**config.mk**
```make
export PLATFORM = sky130hd
export DESIGN_NAME = rmb_rr_arbiter
export DESIGN_NICKNAME = d
export VERILOG_FILES = /design/src/rtl/rmb_rr_arbiter.sv
export SDC_FILE = /design/constraint.sdc
export NUM_CORES = 1
export LEC_CHECK = 0
export BUFFER_PORTS_ARGS = -buffer_cell sky130_fd_sc_hd__buf_2
export CAP_MARGIN = 20
export CORE_MARGIN = 4
export CORE_UTILIZATION = 45
export CTS_CLUSTER_DIAMETER = 100
export DETAILED_ROUTE_END_ITERATION = 8
export PLACE_DENSITY = 0.7
export SLEW_MARGIN = 5
export SYNTH_ARGS = -nofsm -noshare
export SYNTH_HDL_FRONTEND = slang
export SYNTH_SLANG_ARGS = --single-unit
```
**constraint.sdc**
```tcl
create_clock -name clk -period 1.7 [get_ports clk]
set_input_delay 0.51 -clock clk [delete_from_list [all_inputs] [get_ports clk]]
set_output_delay 0.51 -clock clk [all_outputs]
set_load 0.005 [all_outputs]
```
**src/rtl/rmb_rr_arbiter.sv**
```systemverilog
// Round-robin arbiter: shares one downstream resource between NUM_REQ requesters, rightmost-set-bit isolate pick.
// Latency: req -> gnt 1 cycle; completion (done) -> IDLE with one bubble, so >= 3 cycles per transaction.
// Backpressure: grant offered with gnt_valid until res_ready; held through HOLD until done (or timeout).
// Optional feature: define RMB_ARB_TIMEOUT_EN to force release after TIMEOUT HOLD cycles without done.
module rmb_rr_arbiter #(
  parameter int NUM_REQ = 4,
  parameter int TIMEOUT = 16,
  localparam int IDX_W  = (NUM_REQ > 1) ? $clog2(NUM_REQ) : 1
) (
  input  logic               clk,
  input  logic               rst_n,
  input  logic [NUM_REQ-1:0] req,
  output logic [NUM_REQ-1:0] gnt,
  output logic [IDX_W-1:0]   gnt_idx,
  output logic               gnt_valid,
  input  logic               res_ready,
  input  logic               done,
  output logic               busy,
  output logic               timeout
);

  typedef enum logic [1:0] {
    S_IDLE  = 2'd0,
    S_GRANT = 2'd1,
    S_HOLD  = 2'd2
  } state_t;

  // The pointer starts on the top requester so the very first pick wraps to the lowest request.
  localparam logic [IDX_W-1:0]   PTR_RST = IDX_W'(NUM_REQ - 1);
  localparam logic [NUM_REQ-1:0] ONE_V   = {{(NUM_REQ-1){1'b0}}, 1'b1};

  state_t               state_q;
  logic [IDX_W-1:0]     ptr_q;
  logic [NUM_REQ-1:0]   gnt_q;
  logic [IDX_W-1:0]     gnt_idx_q;
  logic                 gnt_valid_q;
  logic                 busy_q;

  logic [NUM_REQ-1:0]   mask_d;
  logic [NUM_REQ-1:0]   masked_d;
  logic [NUM_REQ-1:0]   pick_d;
  logic [NUM_REQ-1:0]   win_oh_d;
  logic [IDX_W-1:0]     win_idx_d;
  logic                 gnt_req_live_d;

`ifdef RMB_ARB_TIMEOUT_EN
  // Counter runs 0..TIMEOUT-1 over the HOLD cycles; reaching the last value without done expires.
  localparam int               CNT_W    = (TIMEOUT > 2) ? $clog2(TIMEOUT) : 1;
  localparam logic [CNT_W-1:0] CNT_LAST = CNT_W'(TIMEOUT - 1);
  localparam logic [CNT_W-1:0] CNT_ONE  = CNT_W'(1);

  logic [CNT_W-1:0] hold_cnt_q;
  logic             timeout_q;
`endif

  // Winner selection: requests strictly above the pointer first, otherwise wrap to the lowest request.
  always_comb begin
    mask_d = '0;
    for (int i = 0; i < NUM_REQ; i++) begin
      mask_d[i] = (i > int'(ptr_q));
    end
    masked_d = req & mask_d;
    pick_d   = (masked_d != '0) ? masked_d : req;
    // Isolate the lowest set bit; subtraction wraps mod 2^NUM_REQ so pick_d==0 yields 0.
    win_oh_d = pick_d & ~(pick_d - ONE_V);
    win_idx_d = '0;
    for (int i = 0; i < NUM_REQ; i++) begin
      if (win_oh_d[i]) begin
        win_idx_d = IDX_W'(i);
      end
    end
  end

  // True while the currently granted requester still holds its request line.
  always_comb begin
    gnt_req_live_d = |(req & gnt_q);
  end

  // Arbitration FSM; every output is a register updated here.
  always_ff @(posedge clk or negedge rst_n) begin
    if (!rst_n) begin
      state_q     <= S_IDLE;
      ptr_q       <= PTR_RST;
      gnt_q       <= '0;
      gnt_idx_q   <= '0;
      gnt_valid_q <= 1'b0;
      busy_q      <= 1'b0;
`ifdef RMB_ARB_TIMEOUT_EN
      hold_cnt_q  <= '0;
      timeout_q   <= 1'b0;
`endif
    end else begin
`ifdef RMB_ARB_TIMEOUT_EN
      // The timeout flag is a single-cycle pulse.
      timeout_q <= 1'b0;
`endif
      unique case (state_q)
        S_IDLE: begin
          if (|req) begin
            gnt_q       <= win_oh_d;
            gnt_idx_q   <= win_idx_d;
            gnt_valid_q <= 1'b1;
            busy_q      <= 1'b1;
            state_q     <= S_GRANT;
          end
        end

        S_GRANT: begin
          // Acceptance beats a same-cycle request drop.
          if (res_ready) begin
            gnt_valid_q <= 1'b0;
            state_q     <= S_HOLD;
`ifdef RMB_ARB_TIMEOUT_EN
            hold_cnt_q  <= '0;
`endif
          end else if (!gnt_req_live_d) begin
            // Requester withdrew before acceptance: release without moving the pointer.
            gnt_q       <= '0;
            gnt_idx_q   <= '0;
            gnt_valid_q <= 1'b0;
            busy_q      <= 1'b0;
            state_q     <= S_IDLE;
          end
        end

        S_HOLD: begin
          if (done) begin
            ptr_q       <= gnt_idx_q;
            gnt_q       <= '0;
            gnt_idx_q   <= '0;
            busy_q      <= 1'b0;
            state_q     <= S_IDLE;
          end
`ifdef RMB_ARB_TIMEOUT_EN
          else if (hold_cnt_q == CNT_LAST) begin
            // Forced release still advances the pointer so a stuck owner cannot starve others.
            ptr_q       <= gnt_idx_q;
            gnt_q       <= '0;
            gnt_idx_q   <= '0;
            busy_q      <= 1'b0;
            timeout_q   <= 1'b1;
            state_q     <= S_IDLE;
          end else begin
            hold_cnt_q  <= hold_cnt_q + CNT_ONE;
          end
`endif
        end

        default: begin
          state_q <= S_IDLE;
        end
      endcase
    end
  end

  assign gnt       = gnt_q;
  assign gnt_idx   = gnt_idx_q;
  assign gnt_valid = gnt_valid_q;
  assign busy      = busy_q;
`ifdef RMB_ARB_TIMEOUT_EN
  assign timeout   = timeout_q;
`else
  assign timeout   = 1'b0;
`endif

  // Parameter legality.
  a_params_legal: assert property (@(posedge clk) (NUM_REQ >= 2) && (TIMEOUT >= 2));

  // Grant is never more than one requester.
  a_gnt_onehot0: assert property (@(posedge clk) disable iff (!rst_n) $onehot0(gnt_q));

  // gnt_idx names the granted bit whenever a grant is out.
  a_idx_match: assert property (@(posedge clk) disable iff (!rst_n)
    (gnt_q == '0) || gnt_q[gnt_idx_q]);

  // busy tracks exactly whether a grant is outstanding.
  a_busy_gnt: assert property (@(posedge clk) disable iff (!rst_n) busy_q == (gnt_q != '0));

  // An offered grant implies the arbiter is busy.
  a_vld_busy: assert property (@(posedge clk) disable iff (!rst_n) !gnt_valid_q || busy_q);

endmodule
```
==> metrics.txt, run 1 <==
initial antenna violation count=0; CTS max path bufs=2; via count=647; number of max-cap violations=0; Syn Area/Cell=10.2 sq um; ranking of synthesized cells by area=dfrtp_1, dfstp_2, ha_1; Synth Register Bits=12; DP Area=871 sq um; Pwr Total=1.64 mW; Crit. End Element=flip-flop; Final period util=105%; CP required=1.88 ns; arrival time at the worst endpoint=1.97 ns; Num CTS Buffers=3; num rows=13; hold slack=0.0935 ns; top_reg_cell synth=dfrtp_1; clk_skew=0.00542 ns; DRT iter0 DRCs=14; status=finished, violations left; violated checks=setup timing; DP HPWL=1250 microns; synth warn=0; DIE AREA=0.00223 sq mm; Post-synth EDFFs=0; Worst VDD drop=1060 uV; total gr overflow=0; routed len/inst=14.6 microns; Root Driver=clkbuf_4; Startpoint Class=flip-flop; Pwr per Cell Area=1720 mW/mm^2; Pre-antenna DRT Iters=5; sequential element share of the synthesized area=43.8%; Hold Buf Count CTS=0; Lkg Pwr=0.464 nW; unrepaired setup endpoints after global routing=yes; Yosys top cell area share=36.2%; Initial Utilization=50.6%; setup tns final=-0.316 ns; largest net degree at the start of global routing=13; global-route wire length before repair=2690 microns; Synth top cells by count=dfrtp_1, o21ai_0, nand2_1; final setup vio count=4; DRC viols=0; Clk pin slew, worst setup/hold paths=0.08 ns; Syn Nets=80; diode count=0; leading area contributor after synthesis=dfrtp_1; chip width=47.2 microns; Worst Path Max Fanout=4; die height=47.2 microns; vias per cell=5.68; Post-Syn Instances=68; core area=0.00137 sq mm; fraction of layout cells with a size suffix above 1=50.5%; Final Util=69.7%; number of global-route vias before repair=635; IO Pins=17; worst skew pair latency=0.27 ns; Final ANT Viol Nets=0; gr usage total=17.4%; Nets=112; Max Slew Vio Count=0; Hold Path Class=in2async; Max Clk Rate=559 MHz; PortBufs=15; Total Wirelength=1660 microns; fraction of registers with async set/reset=100%; count leader, synth=dfrtp_1; # fillers=112; CTS tree=built; Final Critical Period=1.79 ns; setup ws final=-0.0884 ns; area grow syn2layout=37.6%; post-synthesis cell area=692 sq um; H-tree Lvls=1; GP Congestion=0.787; post-synthesis cell type count=30; Setup CP Type=reg2reg; final hold violation count=0; Sink Count=12; fin area=952 sq um
metal layers:
| metal | vias to the layer above | global-route usage [%] | wire length, microns | share of wire [%] |
|---|---|---|---|---|
| met3 | 2 | 3.45 | 105 | 6.3 |
| met2 | 25 | 29.5 | 788 | 47 |
| met5 | - | 0 | 0 | 0 |
| li1 | 317 | - | - | - |
| met4 | 0 | 4.97 | 10 | 0.60 |
| met1 | 303 | 22.2 | 756 | 46 |
final cells by class:
cell class,count,area [sq um],area share (%)
clock buffer,4,26.3,2.76
timing repair buffer,28,173,18.1
sequential,12,305,32.1
inverter,4,15.0,1.58
multi-input combinational,51,414,43.5
tap,15,18.8,1.97
repair_timing:
action,CTS,global route
endpoints found under the setup margin,8,8
setup buffers,1,0
gates resized for setup,6,11
pin swaps,2,2
path summary, 6_finish.rpt:
path                                  from         end  slack [ns]  cells after the start
worst max-delay path            state_q[0]  gnt_idx[1]       -0.09                      5
worst min-delay path                 rst_n      gnt[3]        0.09                      1
worst max register to register  state_q[0]  gnt_idx[1]       -0.09                      5
worst min register to register        busy        busy        0.49                      1
max in group asynchronous            rst_n    ptr_q[0]        1.33                      1
min in group clk                      busy        busy        0.49                      1
per-stage QoR:
step                      instances  worst slack (ns)
after floorplan                  68          0.000979
after global placement          109            -0.133
after detailed placement        109            -0.158
after CTS                       114            -0.118
after global routing            114            -0.163
final                           114           -0.0884
flip-flops by register name, indices dropped and copies added (netlist names):
| name | flops |
|---|---|
| state_q | 2 |
| ptr_q | 2 |
| busy | 1 |
| gnt | 4 |
| gnt_idx | 2 |
| gnt_valid | 1 |
power breakdown:
part / switching (mW) / internal (mW) / leakage (nW)
Combinational: 0.444 / 0.480 / 0.302
Clock: 0.0969 / 0.0908 / 0.0150
Sequential: 0.105 / 0.424 / 0.147
worst max-delay path: stages, from the launching register on:
cell,delay (ns)
dfrtp_2,0.45
ha_2,0.19
a21o_1,0.15
a211o_1,0.32
a2111o_1,0.39
o31ai_2,0.20
cell families after synthesis:
logic type	synth area share, %
AO/OA/AOI/OAI	29.1
AND/OR/NAND/NOR	11.2
flip-flops	43.8
buffers and inverters	3.25
adder cells (fa/ha/maj)	7.23
multiplexers	4.88
other	0.542
layout by cell type (no fill, tap or decap), drive strengths merged:
master | netlist | layout
a2111o | 1 | 1
nand2b | 1 | 1
nor2 | 2 | 2
a21o | 2 | 2
clkbuf | 0 | 4
a22oi | 2 | 2
inv | 4 | 4
o21a | 1 | 1
nor3 | 1 | 1
a211o | 1 | 1
nand2 | 5 | 5
o21ai | 7 | 7
dfstp | 2 | 2
mux2 | 3 | 3
nor4 | 1 | 1
buf | 1 | 28
or2 | 1 | 1
a32o | 2 | 2
nor2b | 2 | 2
dfrtp | 10 | 10
nand3b | 1 | 1
o2bb2ai | 1 | 1
ha | 4 | 4
a21boi | 2 | 2
o311a | 1 | 1
conb | 1 | 1
a21oi | 4 | 4
o31ai | 4 | 4
and2 | 1 | 1
No activity file was read; power rests on OpenSTA's default activity.
==> inputs of run 2 (changes only) <==
--- a/config.mk
+++ b/config.mk
@@ -7,11 +7,13 @@
 export LEC_CHECK = 0
 export BUFFER_PORTS_ARGS = -buffer_cell sky130_fd_sc_hd__buf_2
 export CAP_MARGIN = 20
+export CELL_PAD_IN_SITES_DETAIL_PLACEMENT = 1
+export CELL_PAD_IN_SITES_GLOBAL_PLACEMENT = 1
 export CORE_MARGIN = 4
-export CORE_UTILIZATION = 45
+export CORE_UTILIZATION = 34
 export CTS_CLUSTER_DIAMETER = 100
 export DETAILED_ROUTE_END_ITERATION = 8
-export PLACE_DENSITY = 0.7
+export PLACE_DENSITY = 0.69
 export SLEW_MARGIN = 5
 export SYNTH_ARGS = -nofsm -noshare
 export SYNTH_HDL_FRONTEND = slang
==> run 2 against run 1 <==
Effect of this change:
- the flow still finishes with violations (setup timing)
- sequential cell count stayed put
- utilization is 19 points lower
- critical path depth is 3 higher
- non-clock buffer count is 3 higher
- critical endpoint unchanged
==> metrics.txt, run 2 (synthesized netlist as in run 1, its figures left out) <==
Pwr Total=1.72 mW (was 1.64 mW); die height=53.1 microns (was 47.2 microns); slowest stage cell, crit path=dfrtp_2 (unchanged); Worst R2R End=gnt_idx[1] (unchanged); crit-path max cell delay=0.42 ns (was 0.45 ns); Crit path top cell by count=buf_4; Clk pin slew, worst setup/hold paths=0.08 ns (about the same); PortBufs=15 (unchanged); commonest non-fill, non-tap cells in the layout=buf_4, buf_2, dfrtp_1, o21ai_0, nand2_1 (was buf_2, buf_4, dfrtp_1, nand2_1); Nets=115 (was 112); Max Slew Vio Count=0 (unchanged); Final Util=51.2% (was 69.7%); H-tree Lvls=1 (unchanged); fin area=993 sq um (was 952 sq um); CP required=1.85 ns (was 1.88 ns); Pwr per Cell Area=1730 mW/mm^2 (was 1720 mW/mm^2); global-route wire length before repair=3190 microns (was 2690 microns); Clock power frac=13.2% (was 11.4%); flop2flop setup slack=-0.15 ns (was -0.09 ns); violated checks=setup timing (unchanged); Sink Count=12 (unchanged); Final period util=109% (was 105%); core area=0.00194 sq mm (was 0.00137 sq mm); chip width=53.1 microns (was 47.2 microns); Lkg Pwr=0.482 nW (was 0.464 nW); DP Area=893 sq um (was 871 sq um); routed len/inst=16.1 microns (was 14.6 microns); num rows=16 (was 13); CTS tree=built (unchanged); diode count=0 (unchanged); Setup CP Type=reg2reg (unchanged); final setup vio count=6 (was 4); Total Wirelength=2070 microns (was 1660 microns); setup ws final=-0.149 ns (was -0.0884 ns); Critical Path End=gnt_idx[1] (unchanged); IO Pins=17 (unchanged); unrepaired setup endpoints after global routing=yes (unchanged); pre-CTS WS=-0.237 ns (was -0.158 ns); internal power=1.05 mW (was 995 uW); via count=648 (was 647); Net Switching=670 uW (was 646 uW); number of max-cap violations=0 (unchanged); DRT iter0 DRCs=6 (was 14); DP HPWL=1580 microns (was 1250 microns); # fillers=250 (was 112); area grow syn2layout=43.6% (was 37.6%); total gr overflow=0 (unchanged); max reg flops=4 (unchanged); Hold Path Class=in2async (unchanged); Startpoint Class=flip-flop (unchanged); GP Congestion=0.758 (was 0.787); final hold violation count=0 (unchanged); Comb power frac=55.4% (was 56.3%); Switching Share=38.9% (was 39.4%); vias per cell=5.02 (was 5.68); fraction of layout cells with a size suffix above 1=53.9% (was 50.5%); initial antenna violation count=0 (unchanged); arrival time at the worst endpoint=2.00 ns (was 1.97 ns); Worst Path Max Fanout=5 (was 4); CP cell instances=inv_2, ha_4, a21o_1, a211o_1, buf_4, buf_4, o21ai_0, o31ai_2 (was ha_2, a21o_1, a211o_1, a2111o_1, o31ai_2); DIE AREA=0.00282 sq mm (was 0.00223 sq mm); Worst VDD drop=948 uV (was 1060 uV); R2R cell count=8 (was 5); Final Critical Period=1.85 ns (was 1.79 ns); Final ANT Viol Nets=0 (unchanged); Worst R2R Start=state_q[1] (was state_q[0]); Pre-antenna DRT Iters=3 (was 5); hold slack=0.101 ns (was 0.0935 ns); CTS max path bufs=2 (unchanged); gr usage total=16.0% (was 17.4%); Num CTS Buffers=3 (unchanged); most common cell after layout, fill and taps aside=buf_4 (was buf_2); largest net degree at the start of global routing=13 (unchanged); worst skew pair latency=0.27 ns (about the same); clk_skew=0.00434 ns (was 0.00542 ns); status=finished, violations left (unchanged); Crit. End Element=flip-flop (unchanged); number of global-route vias before repair=679 (was 635); Initial Utilization=35.6% (was 50.6%); Flop pwr share=31.4% (was 32.3%); Max Clk Rate=541 MHz (was 559 MHz); Worst Setup SP=state_q[1] (was state_q[0]); DRC viols=0 (unchanged); Root Driver=clkbuf_4 (unchanged)
[run 2: changes by cell type in the layout (fill, tap and decap cells not counted), sizes merged]
| cell | before | now |
|---|---|---|
| buf | 28 | 31 |
[run 2: worst min-delay path by stage]
| stage | start | to | slack [ns] | cells past startpoint |
|---|---|---|---|---|
| 2_1_floorplan | rst_n | busy | 0.21 | 0 |
| 3_3_place_gp | rst_n | gnt_valid | 0.41 | 1 |
| 3_5_place_dp | rst_n | gnt_valid | 0.41 | 1 |
| 4_1_cts | rst_n | gnt_valid | 0.11 | 1 |
| 5_1_grt | rst_n | gnt_valid | 0.1 | 1 |
| 6_report | rst_n | gnt[2] | 0.10 | 1 |
[run 2: layout make-up]
| type | instances | area [sq um] | area share [%] |
|---|---|---|---|
| repair buffers | 31 | 195 | 19.6 |
| well taps | 27 | 33.8 | 3.40 |
| inverters | 4 | 15.0 | 1.51 |
| clock buffers | 4 | 36.3 | 3.65 |
| multi-input cells | 51 | 408 | 41.1 |
| flip-flops and latches | 12 | 305 | 30.7 |
[run 2: per-stage QoR]
step	setup TNS, ns	instances
2_1_floorplan	0	68
3_3_place_gp	-0.727	122
3_5_place_dp	-1.19	122
4_1_cts	-0.731	126
5_1_grt	-1.15	129
6_report	-0.541	129
[run 2: metal layers]
layer / GRT usage, % / wire length [microns]
met4: 1.28 / 10
met5: 0 / 0
met3: 5.92 / 74
met1: 20.0 / 925
met2: 27.3 / 1060
[run 2: power by group through the flow]
stage          sequential, mW  clock, mW  combinational (mW)
2_1_floorplan           0.506          0               0.473
3_3_place_gp            0.518          0               0.772
3_5_place_dp            0.530          0               0.795
4_1_cts                 0.537      0.232               0.843
5_1_grt                 0.561      0.260                1.05
6_report                0.540      0.227               0.952
[run 2: repair_timing]
action,in CTS,in global routing
pin swaps,1,1
hold buffers,0,0
endpoints found under the setup margin,8,8
resized for setup,8,6
buffers inserted,0,3
[run 2: critical path: cells and delay by family (launching register included)]
family,cells,cell delay (ns)
compound gates,4,0.79
fa+ha+maj,1,0.15
buf+inv,3,0.36
flops,1,0.42
==> inputs of run 3 (changes only) <==
--- a/config.mk
+++ b/config.mk
@@ -10,10 +10,10 @@
 export CELL_PAD_IN_SITES_DETAIL_PLACEMENT = 1
 export CELL_PAD_IN_SITES_GLOBAL_PLACEMENT = 1
 export CORE_MARGIN = 4
-export CORE_UTILIZATION = 34
+export CORE_UTILIZATION = 38
 export CTS_CLUSTER_DIAMETER = 100
 export DETAILED_ROUTE_END_ITERATION = 8
-export PLACE_DENSITY = 0.69
+export PLACE_DENSITY = 0.73
 export SLEW_MARGIN = 5
 export SYNTH_ARGS = -nofsm -noshare
 export SYNTH_HDL_FRONTEND = slang
==> constraint.sdc (replaced) <==
create_clock -name clk -period 2 [get_ports clk]
set_input_delay 0.6 -clock clk [delete_from_list [all_inputs] [get_ports clk]]
set_output_delay 0.6 -clock clk [all_outputs]
set_load 0.005 [all_outputs]
==> run 3 against run 2 <==
Effect of this change:
- the flow now finishes without violations
- count of clock-buffer cells in the layout unchanged
- setup slack improved by 0.20 ns
- sequential cell count unchanged
- clock power decreased by 13%
- clock skew decreased by 0.0037 ns
- routed wire length decreased by 8.5%
- cell count decreased by 9.3%
- power decreased by 24%
- non-clock buffer count decreased by 10
- critical endpoint is now gnt[0]
- highest routed layer unchanged
==> metrics.txt, run 3 (synthesized netlist as in run 1, its figures left out) <==
Final period util=97.5% (was 109%); GP Congestion=0.787 (was 0.758); most common cell after layout, fill and taps aside=buf_2 (was buf_4); CTS max path bufs=2 (unchanged); Nets=105 (was 115); DRC viols=0 (unchanged); Pre-antenna DRT Iters=3 (unchanged); Pwr per Cell Area=1450 mW/mm^2 (was 1730 mW/mm^2); Initial Utilization=40.1% (was 35.6%); initial antenna violation count=0 (unchanged); chip width=50.7 microns (was 53.1 microns); core area=0.00173 sq mm (was 0.00194 sq mm); Worst Path Max Fanout=4 (was 5); total gr overflow=0 (unchanged); hold slack=0.185 ns (was 0.101 ns); PortBufs=15 (unchanged); R2R cell count=7 (was 8); worst skew pair latency=0.28 ns (was 0.27 ns); DRT iter0 DRCs=5 (was 6); Setup CP Type=reg2reg (unchanged); DIE AREA=0.00257 sq mm (was 0.00282 sq mm); CP required=2.17 ns (was 1.85 ns); global-route wire length before repair=3020 microns (was 3190 microns); arrival time at the worst endpoint=2.12 ns (was 2.00 ns); DP HPWL=1410 microns (was 1580 microns); status=complete, no violations (was finished, violations left); IO Pins=17 (unchanged); Final Critical Period=1.95 ns (was 1.85 ns); H-tree Lvls=1 (unchanged); clk_skew=0.000613 ns (was 0.00434 ns); vias per cell=5.40 (was 5.02); largest net degree at the start of global routing=13 (unchanged); fraction of layout cells with a size suffix above 1=43.5% (was 53.9%); area grow syn2layout=30.0% (was 43.6%); fin area=900 sq um (was 993 sq um); Crit. End Element=flip-flop (unchanged); num rows=15 (was 16); Worst VDD drop=653 uV (was 948 uV); CTS tree=built (unchanged); # fillers=218 (was 250); setup ws final=0.0496 ns (was -0.149 ns); max reg flops=4 (unchanged); flop2flop setup slack=0.05 ns (was -0.15 ns); commonest non-fill, non-tap cells in the layout=buf_2, dfrtp_1, o21ai_0, buf_4, nand2_1 (was buf_4, buf_2, dfrtp_1, o21ai_0, nand2_1); Max Clk Rate=513 MHz (was 541 MHz); Max Slew Vio Count=0 (unchanged); Root Driver=clkbuf_4 (unchanged); Num CTS Buffers=3 (unchanged); diode count=0 (unchanged); Sink Count=12 (unchanged); Clk pin slew, worst setup/hold paths=0.08 ns (about the same); pre-CTS WS=-0.0446 ns (was -0.237 ns); via count=632 (was 648); routed len/inst=16.2 microns (was 16.1 microns); Hold Path Class=in2async (unchanged); Startpoint Class=flip-flop (unchanged); Final ANT Viol Nets=0 (unchanged); number of max-cap violations=0 (unchanged); final setup vio count=0 (was 6); DP Area=821 sq um (was 893 sq um); number of global-route vias before repair=658 (was 679); Total Wirelength=1900 microns (was 2070 microns); die height=50.7 microns (was 53.1 microns); Lkg Pwr=0.430 nW (was 0.482 nW); gr usage total=16.2% (was 16.0%); Final Util=52.1% (was 51.2%); Hold Buf Count CTS=0 (unchanged); final hold violation count=0 (unchanged)
-- run 3: critical path, cell delays in order (launching register included) --
cell     delay [ns]
dfrtp_2        0.44
inv_2          0.06
ha_2           0.19
a21o_1         0.16
a211o_1        0.28
buf_4          0.16
or2_2          0.31
o31ai_1        0.25
-- run 3: metrics by stage --
stage	total power [mW]	setup TNS, ns	instances
after detailed placement	1.03	-0.0446	111
after CTS	1.23	0	115
final	1.31	0	117
after global routing	1.43	-0.126	117
after floorplan	0.830	0	68
after global placement	1.01	0	111
-- run 3: final cells by class --
type | count | area, sq um | area share [%]
timing repair buffer | 21 | 120 | 13.4
sequential | 12 | 304 | 33.8
inverter | 4 | 15.0 | 1.67
tap | 25 | 31.3 | 3.48
multi-input combinational | 51 | 393 | 43.7
clock buffer | 4 | 36.3 | 4.03
-- run 3: power by group --
group | internal [mW] | switching, mW | leakage (nW)
clock | 0.111 | 0.0874 | 0.0210
sequential | 0.358 | 0.0938 | 0.148
combinational | 0.323 | 0.335 | 0.261
-- run 3: final timing paths --
| kind | to | startpoint |
|---|---|---|
| worst max-delay path | gnt[0] | state_q[1] |
| worst min-delay path | gnt_idx[1] | rst_n |
| worst max register to register | gnt[0] | state_q[1] |
| worst min register to register | busy | busy |
| max in group asynchronous | ptr_q[0] | rst_n |
| min in group clk | busy | busy |
-- run 3: metal layers --
layer | track usage (%) | share of wire [%] | vias up
li1 | - | - | 302
met1 | 21.1 | 47 | 311
met2 | 24.3 | 46 | 15
met3 | 4.45 | 4.4 | 4
met4 | 8.07 | 2.2 | 0
met5 | 0 | 0 | -
-- run 3: what timing repair did --
item,in CTS,in global routing
setup buffers,0,2
hold endpoints to repair,0,0
gates resized for setup,0,9
setup endpoints to repair,0,4
